==> config.mk <==
export PLATFORM = sky130hd
export DESIGN_NAME = load_store_unit
export DESIGN_NICKNAME = d
export VERILOG_FILES = /design/src/rtl/load_store_unit.sv
export SDC_FILE = /design/constraint.sdc
export NUM_CORES = 1
export LEC_CHECK = 0
export CAP_MARGIN = 15
export CELL_PAD_IN_SITES_DETAIL_PLACEMENT = 0
export CELL_PAD_IN_SITES_GLOBAL_PLACEMENT = 1
export CORE_MARGIN = 10
export CORE_UTILIZATION = 30
export CTS_BUF_LIST = sky130_fd_sc_hd__clkbuf_4
export DETAILED_ROUTE_END_ITERATION = 10
export GPL_TIMING_DRIVEN = 0
export PLACE_DENSITY = 0.78
export SETUP_SLACK_MARGIN = 0.2
export SLEW_MARGIN = 40
export SYNTH_ARGS = -nofsm -noshare
export SYNTH_HDL_FRONTEND = slang
export SYNTH_SLANG_ARGS = --single-unit
==> constraint.sdc <==
create_clock -name Clock -period 2.2 [get_ports Clock]
set_clock_uncertainty 0.2 [all_clocks]
set_input_delay 0.44 -clock Clock [delete_from_list [all_inputs] [get_ports Clock]]
set_output_delay 0.44 -clock Clock [all_outputs]
set_load 0.01 [all_outputs]
==> src/rtl/load_store_unit.sv <==
// Load/store sequencer in front of a big-endian, byte-addressed, 3-byte-word data memory.
// Adds byte loads (zero/sign-extended) and byte stores (read-modify-write) plus address range faults.
module load_store_unit #(
    parameter int MEM_BYTES  = 128,
    parameter int DATA_WIDTH = 24
) (
    input  logic                  Clock,
    input  logic                  ResetN,
    input  logic                  ReqValid,
    output logic                  ReqReady,
    input  logic                  ReqWrite,
    input  logic                  ReqByte,
    input  logic                  ReqSigned,
    input  logic [DATA_WIDTH-1:0] ReqAddress,
    input  logic [DATA_WIDTH-1:0] ReqWriteData,
    output logic                  RespValid,
    input  logic                  RespReady,
    output logic [DATA_WIDTH-1:0] RespData,
    output logic                  RespFault,
    output logic [DATA_WIDTH-1:0] MemAddress,
    output logic [DATA_WIDTH-1:0] MemWriteData,
    output logic                  MemWrite,
    output logic                  MemRead,
    input  logic [DATA_WIDTH-1:0] MemReadData
);

    typedef enum logic [2:0] {IDLE, LOAD, RMW_RD, STORE, RESP} state_t;

    localparam logic [DATA_WIDTH-1:0] MAX_ADDR = DATA_WIDTH'(MEM_BYTES - 3);

    state_t                state_q, state_d;
    logic                  byte_q, byte_d;
    logic                  sgn_q, sgn_d;
    logic                  fault_q, fault_d;
    logic [DATA_WIDTH-1:0] addr_q, addr_d;
    logic [DATA_WIDTH-1:0] wdata_q, wdata_d;
    logic [DATA_WIDTH-1:0] data_q, data_d;   // load result, or merged word during a byte store
    logic [7:0]            rd_byte;

    // Big-endian: the addressed byte is the most significant byte of the word.
    assign rd_byte = MemReadData[DATA_WIDTH-1 -: 8];

    always_ff @(posedge Clock or negedge ResetN) begin
        if (!ResetN) begin
            state_q <= IDLE;
            byte_q  <= 1'b0;
            sgn_q   <= 1'b0;
            fault_q <= 1'b0;
            addr_q  <= '0;
            wdata_q <= '0;
            data_q  <= '0;
        end else begin
            state_q <= state_d;
            byte_q  <= byte_d;
            sgn_q   <= sgn_d;
            fault_q <= fault_d;
            addr_q  <= addr_d;
            wdata_q <= wdata_d;
            data_q  <= data_d;
        end
    end

    always_comb begin
        state_d      = state_q;
        byte_d       = byte_q;
        sgn_d        = sgn_q;
        fault_d      = fault_q;
        addr_d       = addr_q;
        wdata_d      = wdata_q;
        data_d       = data_q;
        ReqReady     = 1'b0;
        RespValid    = 1'b0;
        RespData     = '0;
        RespFault    = 1'b0;
        MemAddress   = '0;
        MemWriteData = '0;
        MemWrite     = 1'b0;
        MemRead      = 1'b0;

        unique case (state_q)
            IDLE: begin
                // State is already IDLE while reset is held; keep ready low until release.
                ReqReady = ResetN;
                if (ReqValid) begin
                    byte_d  = ReqByte;
                    sgn_d   = ReqSigned;
                    addr_d  = ReqAddress;
                    wdata_d = ReqWriteData;
                    data_d  = '0;
                    fault_d = ReqAddress > MAX_ADDR;
                    if (ReqAddress > MAX_ADDR) state_d = RESP;
                    else if (!ReqWrite)        state_d = LOAD;
                    else if (ReqByte)          state_d = RMW_RD;
                    else                       state_d = STORE;
                end
            end
            LOAD: begin
                MemRead    = 1'b1;
                MemAddress = addr_q;
                if (!byte_q)    data_d = MemReadData;
                else if (sgn_q) data_d = {{(DATA_WIDTH-8){rd_byte[7]}}, rd_byte};
                else            data_d = {{(DATA_WIDTH-8){1'b0}}, rd_byte};
                state_d = RESP;
            end
            RMW_RD: begin
                MemRead    = 1'b1;
                MemAddress = addr_q;
                data_d     = {wdata_q[7:0], MemReadData[DATA_WIDTH-9:0]};
                state_d    = STORE;
            end
            STORE: begin
                MemWrite     = 1'b1;
                MemAddress   = addr_q;
                MemWriteData = byte_q ? data_q : wdata_q;
                data_d       = '0;
                state_d      = RESP;
            end
            RESP: begin
                RespValid = 1'b1;
                RespData  = data_q;
                RespFault = fault_q;
                if (RespReady) state_d = IDLE;
            end
            default: state_d = IDLE;
        endcase
    end

endmodule

==> metrics.md, run 1 <==
| Metric | Value |
|---|---|
| RSZ-0062 raised after global routing | true |
| H-tree depth | 3 |
| IO Pins | 156 |
| Layout area overhead | 74.8% |
| Synth Register Bits | 78 |
| Synthesized cell area | 3990 µm² |
| CTS Buf Count | 9 |
| Min-Delay Path Class | reg2reg |
| Count of pins over their slew limit | 0 |
| Num rows | 42 |
| First-pass GRT wire length | 21.7 mm |
| Final Cycle Share | 111% |
| Initial Util | 30.3% |
| I/O Buffers | 155 |
| Setup ws final | -251 ps |
| Clk_lat worst skew | 460 ps |
| Sequential area share after synthesis | 49.0% |
| CP Launch Type | flip-flop |
| WP data required | 1560 ps |
| Hold Slack | 307 ps |
| CTS max path bufs | 2 |
| Vias in the first global route | 3896 |
| Final hold vios | 0 |
| Wirelength per Cell | 19.5 µm |
| Post-synth EDFFs | 0 |
| # DRC | 0 |
| Failing checks | setup timing |
| Asr flop ratio synth | 100% |
| ANT nets after route | 0 |
| Mean area per synthesized cell | 10.7 µm² |
| FF-to-FF setup slack | 210 ps |
| Unique cell type count in the Yosys netlist | 36 |
| Worst EP arrival | 1810 ps |
| Most frequent cells in the layout | buf_6, dfrtp_1, clkdlybuf4s50_1 |
| Total grt overflow | 0 |
| Rel. slew slack | 64.6% |
| Worst slew pin tran | 530 ps |
| Final setup violation count | 77 |
| Outcome | finished with violations |
| Die area | 18300 µm² |
| Hold path start | addr_q[18] |
| Initial antenna violation count | 0 |
| Die W | 135 µm |
| Clk root buf | clkbuf_4 |
| GRT Util Overall | 15.2% |
| Min cycle time layout | 2450 ps |
| Routed vias | 3652 |
| Layout fillers | 1205 |
| Largest net degree at the start of global routing | 51 |
| Synth Net Count | 452 |
| Layout cells sized above 1 | 49.0% |
| Post-placement cell area | 5790 µm² |
| Final core utilization | 53.0% |
| Non-Filler Instances | 751 |
| DRT Pass-1 Iters | 6 |
| Reg clk slew, reported paths | 120 ps |
| DR iter-0 viols | 158 |
| P_leak | 0.00311 µW |
| Clk sinks | 78 |
| Main synth FF type | dfrtp_1 |
| Dpl cells | 705 |
| Syn Inst Count | 373 |
| Die height | 135 µm |
| Crit end category | primary output |
| Core area | 13100 µm² |
| Crit Reg-Reg Startpoint | state_q[1] |
| Max-cap viol count | 0 |
| Routability cong. | 0.769 |
| Dpl hpwl | 10.5 mm |
| CP Class | reg2out |
| NumNets Final | 648 |
| CTS tree | done |
| Final wirelength | 14.6 mm |
| Fmax | 408 MHz |
| Synth warnings | 0 |
| Via density | 4.86 |
| Power per cell area | 558 nW/µm² |
| Worst-path maximum fanout | 6 |
| Fin area | 6970 µm² |
| Worst vdd ir | 0.432 mV |
| CP startpoint | state_q[1] |
[state kept, by name (all words and copies together) (netlist names)]
name,cells
addr_q,24
byte_q,1
data_q,24
fault_q,1
sgn_q,1
state_q,3
wdata_q,24
[logic make-up (layout without fill, tap and decap cells)]
family / after synthesis / in the layout / synth area share [%]
AND/OR/NAND/NOR: 142 / 142 / 18.5
AO/OA/AOI/OAI: 44 / 44 / 7.79
other: 0 / 1 / 0
flip-flops: 78 / 78 / 49.0
multiplexers: 73 / 73 / 19.9
buffers and inverters: 36 / 237 / 4.87
[critical path, cell delays in order (launching register included)]
cell     delay [ps]
dfrtp_1         430
buf_6           140
nor2_4          120
buf_6           130
nor2_4           40
buf_12          130
buf_8           120
and2_4          130
buf_6           110
[final timing paths]
check                           endpoint  cells past startpoint
min reg2reg                   addr_q[18]                      1
max in group asynchronous    wdata_q[23]                      4
max reg2reg                   addr_q[20]                      6
min in group asynchronous    wdata_q[12]                      3
max                        MemAddress[6]                      8
min                           addr_q[18]                      1
[layer usage]
metal	wire, µm	up-vias	GRT usage, %
li1	-	1703	-
met1	6040	1821	18.1
met2	7480	109	25.4
met3	892	19	4.49
met4	231	0	5.26
met5	0	-	0
[Yosys cell counts (3+ instances only)]
cell | number | share of area [%]
and2_1 | 26 | 4.1
mux2_2 | 45 | 13
nor2_1 | 49 | 4.6
nor4_1 | 3 | 0.47
mux2_1 | 4 | 1.1
and3_1 | 25 | 3.9
nand2_1 | 22 | 2.1
a2bb2oi_1 | 7 | 1.5
o21ai_0 | 10 | 1.3
buf_2 | 6 | 0.75
a21oi_1 | 10 | 1.3
clkbuf_1 | 10 | 0.94
o21ai_1 | 3 | 0.38
a222oi_1 | 7 | 1.8
buf_6 | 6 | 1.7
inv_1 | 10 | 0.94
nor2b_1 | 3 | 0.47
dfrtp_1 | 78 | 49
mux2i_1 | 24 | 6.0
[report_power, final]
group / leakage, µW / switching (µW) / total (µW) / internal, µW
Clock: 0.0000666 / 521 / 865 / 345
Sequential: 0.000953 / 166 / 1840 / 1670
Combinational: 0.00209 / 504 / 1190 / 683
[final cells by class]
| cell class | count | area, µm² | share of cell area, % |
|---|---|---|---|
| Multi-Input combinational cell | 259 | 2340 | 33.6 |
| Sequential cell | 78 | 1950 | 28.0 |
| Timing Repair Buffer | 185 | 1920 | 27.5 |
| Buffer | 26 | 370 | 5.32 |
| Tap cell | 176 | 220 | 3.16 |
| Clock buffer | 10 | 75.1 | 1.08 |
| Clock inverter | 6 | 52.6 | 0.754 |
| Inverter | 10 | 37.5 | 0.539 |
| Antenna cell | 1 | 2.50 | 0.0359 |
[per-stage QoR]
stage	TNS, ps	setup slack [ps]	power (µW)
2_1_floorplan	0	302	2340
3_3_place_gp	-251880	-3080	2700
3_5_place_dp	-66520	-800	2740
4_1_cts	-12860	-269	3660
5_1_grt	-19720	-321	4090
6_report	-13040	-251	3890
[what timing repair did]
item                       CTS  global route
hold endpoints to repair    78             0
setup buffers               15             8
resized for setup          437           160
pin swaps                   27            36
cloned                       2             2
setup endpoints to repair  127           125
hold buffers                 2             0
No activity file was read; power rests on OpenSTA's default activity.
==> run 2: changes to the inputs <==
--- a/config.mk
+++ b/config.mk
@@ -14,6 +14,7 @@
 export DETAILED_ROUTE_END_ITERATION = 10
 export GPL_TIMING_DRIVEN = 0
 export PLACE_DENSITY = 0.78
+export RECOVER_POWER = 100
 export SETUP_SLACK_MARGIN = 0.2
 export SLEW_MARGIN = 40
 export SYNTH_ARGS = -nofsm -noshare
==> metrics.md, run 2 (synthesized netlist as in run 1, its figures left out) <==
| Metric | Value |
|---|---|
| Setup WS pre-CTS | -800 ps (unchanged) |
| Reg clk slew, reported paths | 120 ps (about the same) |
| Vias in the first global route | 3896 (unchanged) |
| WP data required | 1560 ps (about the same) |
| Clk sinks | 78 (unchanged) |
| Routed vias | 3666 (+0.38%) |
| CP Launch Type | flip-flop |
| Worst slew pin tran | 785 ps (+254 ps) |
| Hold Slack | 307 ps (-0.496 ps) |
| Routability cong. | 0.769 (unchanged) |
| Wirelength per Cell | 19.5 µm (-0.19%) |
| CTS max path bufs | 2 (unchanged) |
| I/O Buffers | 155 (unchanged) |
| Cell mode on critical path | buf_6 |
| Worst EP arrival | 1810 ps (about the same) |
| Final setup violation count | 104 (+35%) |
| Multi-input gate area | 2340 µm² (unchanged) |
| NumNets Final | 648 (unchanged) |
| Final wirelength | 14.6 mm (-0.19%) |
| Clock Power Share | 22.3% (about the same) |
| Setup ws final | -249 ps (+1.34 ps) |
| Most common cell after layout, fill and taps aside | dfrtp_1 |
| CP Class | reg2out |
| Min cycle time layout | 2450 ps (-1.34 ps) |
| Crit end category | primary output |
| Die W | 135 µm (unchanged) |
| Most frequent cells in the layout | dfrtp_1, buf_6, clkdlybuf4s50_1 |
| Fmax | 408 MHz (about the same) |
| CTS tree | done |
| IO Pins | 156 (unchanged) |
| CP max-delay cell | dfrtp_1 |
| FF+latch area | 1950 µm² (unchanged) |
| Power per cell area | 560 nW/µm² (+0.32%) |
| Failing checks | setup timing |
| H-tree depth | 3 (unchanged) |
| Final hold vios | 0 (unchanged) |
| First-pass GRT wire length | 21.7 mm (unchanged) |
| RSZ-0062 raised after global routing | true |
| Worst vdd ir | 0.432 mV (about the same) |
| Initial antenna violation count | 0 (unchanged) |
| Reg2Reg Depth | 6 (unchanged) |
| Crit path largest cell delay | 420 ps (about the same) |
| Die height | 135 µm (unchanged) |
| Rel. slew slack | 47.7% (-17 points) |
| Hold path cells | 1 (unchanged) |
| Num rows | 42 (unchanged) |
| ANT nets after route | 0 (unchanged) |
| Count of pins over their slew limit | 0 (unchanged) |
| Switching part of the total | 30.6% (+0.063 points) |
| DR iter-0 viols | 158 (unchanged) |
| Flop pwr share | 47.5% (+0.3 points) |
| Final Cycle Share | 111% (about the same) |
| Min-Delay Path Class | reg2reg |
| FF-to-FF setup slack | -140 ps (-350 ps) |
| P_leak | 0.00308 µW (-0.86%) |
| Layout area overhead | 73.4% |
| Terminus of the critical flop-to-flop path | addr_q[20] |
| Outcome | finished with violations |
| CTS Buf Count | 9 (unchanged) |
| Core area | 13100 µm² (unchanged) |
| Crit path to | MemAddress[21] |
| Dpl hpwl | 10.5 mm (unchanged) |
| CP startpoint | state_q[1] |
| Die area | 18300 µm² (unchanged) |
| Pint | 2690 µW (-0.55%) |
| Power share of the combinational group | 30.2% (-0.3 points) |
| GRT Util Overall | 15.2% (unchanged) |
| Max-cap viol count | 0 (unchanged) |
| Largest registers | addr_q x24, data_q x24, wdata_q x24 |
| Clk root buf | clkbuf_4 |
| DRT Pass-1 Iters | 8 (+2) |
| Critical-path cell list | buf_6, nor2_4, buf_6, nor2_4, buf_12, buf_8, and2_4, buf_6 |
| Switch Pwr | 1190 µW (-0.25%) |
| # DRC | 0 (unchanged) |
| Total grt overflow | 0 (unchanged) |
| Crit Reg-Reg Startpoint | state_q[1] |
| Via density | 4.88 (+0.38%) |
| Layout fillers | 1209 (+0.33%) |
| Worst-path maximum fanout | 6 (unchanged) |
| Clk_lat worst skew | 460 ps (about the same) |
| Largest net degree at the start of global routing | 51 (unchanged) |
| Layout cells sized above 1 | 48.4% (-0.52 points) |
| Initial Util | 30.3% (unchanged) |
run 2: power by group through the flow:
stage                     combinational [µW]  sequential [µW]  clock (µW)
after CTS                                959             1810         891
after global placement                   875             1830           0
after floorplan                          546             1790           0
final                                   1170             1840         863
after global routing                    1250             1870         949
after detailed placement                 903             1840           0
run 2: worst min-delay path by stage:
| stage | start | to | slack, ps |
|---|---|---|---|
| floorplan | ResetN | addr_q[0] | -60 |
| global placement | addr_q[21] | addr_q[21] | 260 |
| detailed placement | ResetN | wdata_q[12] | 140 |
| CTS | MemReadData[12] | data_q[12] | 290 |
| global route | MemReadData[12] | data_q[12] | 320 |
| finish | addr_q[18] | addr_q[18] | 310 |
run 2: layer usage:
layer  GRT usage, %  wire length, µm  up-vias
met5              0                0        -
met4           5.26              235        0
met3           4.49              880       19
met2           25.4             7450      114
met1           18.1             6050     1828
li1               -                -     1705
run 2: critical path: cells and delay by family, from the launching register on:
kind | cells | cell delay, ps
buf+inv | 5 | 630
flops | 1 | 420
simple gates | 3 | 290
run 2: layout make-up:
class / instances / share of cell area [%]
antenna: 1 / 0.0362
inverter: 10 / 0.543
clock buffer: 10 / 1.09
multi-input combinational: 259 / 33.9
buffer: 26 / 5.30
sequential: 78 / 28.2
timing repair buffer: 185 / 27.0
clock inverter: 6 / 0.760
tap: 176 / 3.19
run 2: metrics by stage:
stage	utilization, %	cells	power, µW	setup TNS [ps]	area [µm²]
CTS	47.3	740	3660	-12860	6220
floorplan	-	373	2340	0	3990
global placement	43.8	704	2700	-251880	5760
global route	52.6	750	4070	-25310	6910
detailed placement	44.0	705	2740	-66520	5790
finish	52.6	751	3870	-14070	6910
run 2: timing repair:
item	4_1_cts	5_1_grt
gates resized for setup	437	160
hold buffers	2	0
pin swaps	27	36
setup endpoints to repair	127	125
endpoints found under the hold margin	78	0
gates cloned	2	2
buffers inserted	15	8
